<file path="src/rtl/srm_ctrl.sv">
// rtl/srm_ctrl.sv - instruction-sequencing controller for a simple register machine
module srm_ctrl (
  input  logic        clk,
  input  logic        rst_n,
  input  logic [15:0] instr,
  input  logic        instr_valid,
  output logic        instr_ready,
  output logic        done,
  output logic        err,
  output logic        halted,
  output logic [3:0]  vsel,
  output logic        asel,
  output logic        bsel,
  output logic        loada,
  output logic        loadb,
  output logic        loadc,
  output logic        loads,
  output logic        write,
  output logic [1:0]  ALUop,
  output logic [1:0]  shift,
  output logic [2:0]  readnum,
  output logic [2:0]  writenum,
  output logic [15:0] sximm8,
  output logic [15:0] sximm5
);

  typedef enum logic [2:0] {
    S_WAIT, S_DECODE, S_GETA, S_GETB, S_EXEC, S_WRREG, S_WRIMM, S_HALT
  } state_t;

  state_t      state, state_nxt;
  logic [15:0] ir;
  logic        err_q;
  logic        ready_en;
  logic        accept;

  logic [2:0] opcode;
  logic [1:0] op;
  logic [2:0] rn, rd, rm;
  logic [1:0] sh;

  assign opcode = ir[15:13];
  assign op     = ir[12:11];
  assign rn     = ir[10:8];
  assign rd     = ir[7:5];
  assign sh     = ir[4:3];
  assign rm     = ir[2:0];

  // Decoded instruction classes; anything not matched here is illegal.
  logic is_movi, is_mov, is_alu, is_cmp, is_mvn, is_halt, legal;
  assign is_movi = (opcode == 3'b110) && (op == 2'b10);
  assign is_mov  = (opcode == 3'b110) && (op == 2'b00);
  assign is_alu  = (opcode == 3'b101);
  assign is_cmp  = is_alu && (op == 2'b01);
  assign is_mvn  = is_alu && (op == 2'b11);
  assign is_halt = (opcode == 3'b111);
  assign legal   = is_movi | is_mov | is_alu | is_halt;

  assign accept = instr_valid & instr_ready;

  assign sximm8 = {{8{ir[7]}}, ir[7:0]};
  assign sximm5 = {{11{ir[4]}}, ir[4:0]};

  // State register; reset returns to WAIT immediately.
  always_ff @(posedge clk or negedge rst_n) begin
    if (!rst_n) state <= S_WAIT;
    else        state <= state_nxt;
  end

  // Instruction register loads only on a handshake.
  always_ff @(posedge clk or negedge rst_n) begin
    if (!rst_n)      ir <= 16'h0000;
    else if (accept) ir <= instr;
  end

  // Sticky illegal-opcode flag, cleared by the next accept.
  always_ff @(posedge clk or negedge rst_n) begin
    if (!rst_n)                                err_q <= 1'b0;
    else if (accept)                           err_q <= 1'b0;
    else if ((state == S_DECODE) && !legal)    err_q <= 1'b1;
  end

  // Keeps instr_ready low while reset is held; ready from the first edge after release.
  always_ff @(posedge clk or negedge rst_n) begin
    if (!rst_n) ready_en <= 1'b0;
    else        ready_en <= 1'b1;
  end

  // Next-state and Moore control outputs from state and IR.
  always_comb begin
    state_nxt   = state;
    instr_ready = 1'b0;
    done        = 1'b0;
    err         = err_q;
    halted      = 1'b0;
    vsel        = 4'b0000;
    asel        = 1'b0;
    bsel        = 1'b0;
    loada       = 1'b0;
    loadb       = 1'b0;
    loadc       = 1'b0;
    loads       = 1'b0;
    write       = 1'b0;
    ALUop       = 2'b00;
    shift       = 2'b00;
    readnum     = 3'b000;
    writenum    = 3'b000;
    case (state)
      S_WAIT: begin
        instr_ready = ready_en;
        if (accept) state_nxt = S_DECODE;
      end
      S_DECODE: begin
        if (is_movi)                 state_nxt = S_WRIMM;
        else if (is_mov || is_mvn)   state_nxt = S_GETB;
        else if (is_alu)             state_nxt = S_GETA;
        else if (is_halt)            state_nxt = S_HALT;
        else begin
          state_nxt = S_WAIT;
          err       = 1'b1;
          done      = 1'b1;
        end
      end
      S_GETA: begin
        readnum   = rn;
        loada     = 1'b1;
        state_nxt = S_GETB;
      end
      S_GETB: begin
        readnum   = rm;
        loadb     = 1'b1;
        state_nxt = S_EXEC;
      end
      S_EXEC: begin
        shift = sh;
        ALUop = is_mov ? 2'b00 : op;
        asel  = is_mov | is_mvn;
        loadc = !is_cmp;
        loads = is_cmp;
        if (is_cmp) begin
          done      = 1'b1;
          state_nxt = S_WAIT;
        end else begin
          state_nxt = S_WRREG;
        end
      end
      S_WRREG: begin
        vsel      = 4'b1000;
        writenum  = rd;
        write     = 1'b1;
        done      = 1'b1;
        state_nxt = S_WAIT;
      end
      S_WRIMM: begin
        vsel      = 4'b0010;
        writenum  = rn;
        write     = 1'b1;
        done      = 1'b1;
        state_nxt = S_WAIT;
      end
      S_HALT: begin
        halted    = 1'b1;
        state_nxt = S_HALT;
      end
      default: state_nxt = S_WAIT;
    endcase
  end

endmodule
</file>
<file path="config.mk">
export PLATFORM = sky130hd
export DESIGN_NAME = srm_ctrl
export DESIGN_NICKNAME = d
export VERILOG_FILES = /design/src/rtl/srm_ctrl.sv
export SDC_FILE = /design/constraint.sdc
export NUM_CORES = 1
export LEC_CHECK = 0
export CAP_MARGIN = 5
export CORE_ASPECT_RATIO = 1.5
export CORE_UTILIZATION = 42
export CTS_CLUSTER_SIZE = 14
export DETAILED_ROUTE_END_ITERATION = 12
export PLACE_DENSITY = 0.92
export SLEW_MARGIN = 20
export SYNTH_ARGS = -nofsm -noshare
export SYNTH_HDL_FRONTEND = slang
export SYNTH_SLANG_ARGS = --single-unit
</file>
<file path="constraint.sdc">
create_clock -name clk -period 3 [get_ports clk]
set_clock_uncertainty 0.1 [all_clocks]
set_input_delay 0.6 -clock clk [delete_from_list [all_inputs] [get_ports clk]]
set_output_delay 0.6 -clock clk [all_outputs]
set_load 0.05 [all_outputs]
</file>
==> key figures <==
Logic synthesis
  – Post-synthesis simple-gate area fraction: 16.18%
  – EDFF count, synth: 0
  – Synth Area in Adders: 0%
  – Mapped Cells: ~140
  – Mux contribution to synthesized area: approximately an eighth
  – Mapped Avg Cell Area: 10.25 um^2
  – Synth Area in XOR/XNOR: 0%
  – Largest family of logic cells by synthesized area: buffers and inverters
  – Compound-Gate Fraction of Synth Area: a little over a tenth
  – Dominant synthesized flop cell: dfrtp_1
  – Synthesis Warnings: 0
  – Flops & latches, synth: 21
  – Synthesized area: about 1400 um^2
  – Seq/Total Area, Yosys: 37.14%
  – Post-synth ARST share: 100.0%
  – Number of library cell types mapped by synthesis: 36

Die
  – Full die area: 3610 um^2
  – Row cnt: 25
  – CORE AREA: 3191 um^2
  – DIE WIDTH: 49.40 um
  – Starting Density: 44.35%
  – Die Height: 73.09 um
  – IO Pins: 76

Critical path
  – Reg-to-Reg End: ir[15]$_DFFE_PN0P_
  – CP required: between 2000 and 2500 ps
  – Critical Path Start Type: flop
  – CP Capture Type: primary output
  – Reg2reg start: state[0]$_DFFE_PN0P_
  – Worst R2R Setup Slack: approximately 970 ps
  – Worst Path Max Fanout: 8
  – Worst r2r path cells: 4
  – Crit path kind: reg2out
  – Worst Path Arrival: around 2200 ps

Hold path
  – Hold endpoint: ir[5]$_DFFE_PN0P_
  – Worst min-delay path class: reg2reg
  – Hold path depth: 1
  – Min-delay src: ir[5]$_DFFE_PN0P_

Detailed routing
  – Routed vias/inst: 4.991
  – DRT Pass-1 Iters: 4
  – DRC: 0
  – Routed Antenna Nets: 0
  – Routed WL per cell: between 10 and 15 um
  – Final WL: 3.140 mm
  – Initial DRC Count: 20
  – Via count: 1088

Timing
  – RSZ-0062 raised after global routing: no
  – Final worst-path cycle share: 96.83%
  – Final setup viols: 0
  – Highest clock rate: ~340 MHz
  – Relative slew slack: about two thirds
  – Post-layout min period: 2905 ps
  – Max-slew violations: 0
  – Worst-margin pin slew: 522.7 ps
  – Worst hold margin: 449.9 ps
  – Fin. Hold Viols: 0
  – Setup_tns: 0 ps

Cells and area
  – Fin nets: a little under 200
  – Final Instance Count excl. Fillers: between 200 and 250
  – Share of layout cells above drive strength 1: between 20% and 30%
  – Util after Layout: approximately three fifths
  – Filler cell count: around 260
  – Area Overhead vs Synth: 37.84%
  – N_diodes: 0

GRT
  – Initial antenna violation count: 0
  – Vias in the first global route: between 1000 and 1500
  – Total GRT Usage: a little under a fifth
  – Overflow after GRT: 0
  – Largest net degree at the start of global routing: 22
  – First-pass GRT wire length: 4.892 mm

Clock network
  – Max Root-Sink Buffers: 2
  – TritonCTS clock tree: built
  – Clock latency on the worst-skew pair: 260 ps
  – CTS root buf: clkbuf_8
  – Max H-tree Level: 1
  – CTS buffer count: 3
  – Worst-path clk slew: around 70 ps
  – Sink Count: 21
  – Post-CTS Setup Bufs: 0

Status
  – Outcome: finished clean

Placed design
  – Placed cells: 214
  – GP Congestion: a little over 0.8
  – PortBufs: 72
  – DP Wirelength: between 2 and 2.5 mm

Run
  – MaxCap Viol Count: 0
placed cells by master (no fill, tap or decap), drive strengths merged, types with 4 or more instances in the layout:
master and count:
clkdlybuf4s50 57, dfrtp 21, mux2 14, dlymetal6s2s 9, buf 8, nand2 7, and2 7, nor2 6
a22o 6, o21ai 5, inv 4, conb 4, clkbuf 4
stage by stage:
stage          cell area (um^2)  setup slack, ps
2_1_floorplan              1423            187.7
3_3_place_gp               1883            372.8
3_5_place_dp               1883            306.4
4_1_cts                    1928            24.49
5_1_grt                    1951            19.47
6_report                   1951            95.24
cell type report:
type | instances | area [um^2] | area share [%]
Tap cell | 40 | 50.05 | 2.566
Sequential cell | 21 | 525.5 | 26.94
Inverter | 4 | 15.01 | 0.7697
Timing Repair Buffer | 74 | 743.2 | 38.10
Multi-Input combinational cell | 75 | 571.8 | 29.31
Clock buffer | 4 | 45.04 | 2.309
worst max-delay path by stage:
stage / from / cells past startpoint / endpoint
2_1_floorplan: state[2]$_DFFE_PN0P_ / 2 / ALUop[1]
3_3_place_gp: state[0]$_DFFE_PN0P_ / 4 / write
3_5_place_dp: state[0]$_DFFE_PN0P_ / 4 / write
4_1_cts: state[0]$_DFFE_PN0P_ / 4 / write
5_1_grt: state[2]$_DFFE_PN0P_ / 3 / ALUop[1]
6_report: state[2]$_DFFE_PN0P_ / 3 / ALUop[1]
state kept, by name (all words and copies together) (netlist names):
signal,count
ir,16
state,3
err_q,1
ready_en,1
critical path, stage by stage (launching register included):
cell and delay, ps:
dfrtp_1 490, inv_1 170, nor4_1 410, clkdlybuf4s50_1 880
repair_timing:
| action | 4_1_cts | 5_1_grt |
|---|---|---|
| setup endpoints to repair | 0 | 9 |
| hold buffers | 0 | 0 |
| resized for setup | 0 | 9 |
metal layers:
metal	vias up	part of all wire (%)	track usage, %
met4	0	2.7	11.43
li1	506	-	-
met5	-	0	0
met1	531	40	21.66
met2	44	53	31.20
met3	7	4.9	1.667
synthesized netlist by cell type (all sizes together) (3+ instances only):
cell | count | area share [%]
buf | 39 | 22
inv | 4 | 1.1
nor3 | 3 | 1.8
nor2b | 3 | 1.5
and2 | 7 | 3.3
mux2 | 14 | 12
nand2 | 7 | 1.9
a21oi | 3 | 1.1
o21ai | 5 | 1.8
dfrtp | 21 | 37
nor2 | 6 | 1.6
a22o | 6 | 3.7
kinds of logic (layout without fill, tap and decap cells):
family,count (synthesis),after routing
AOI/OAI and AO/OA,21,21
buffers and inverters,44,82
DFF,21,21
and+or+nand+nor,36,36
muxes,14,14
other,2,4
Power is not shown: default switching activity piles up to over one toggle a cycle in this logic, so the estimate is an artifact.
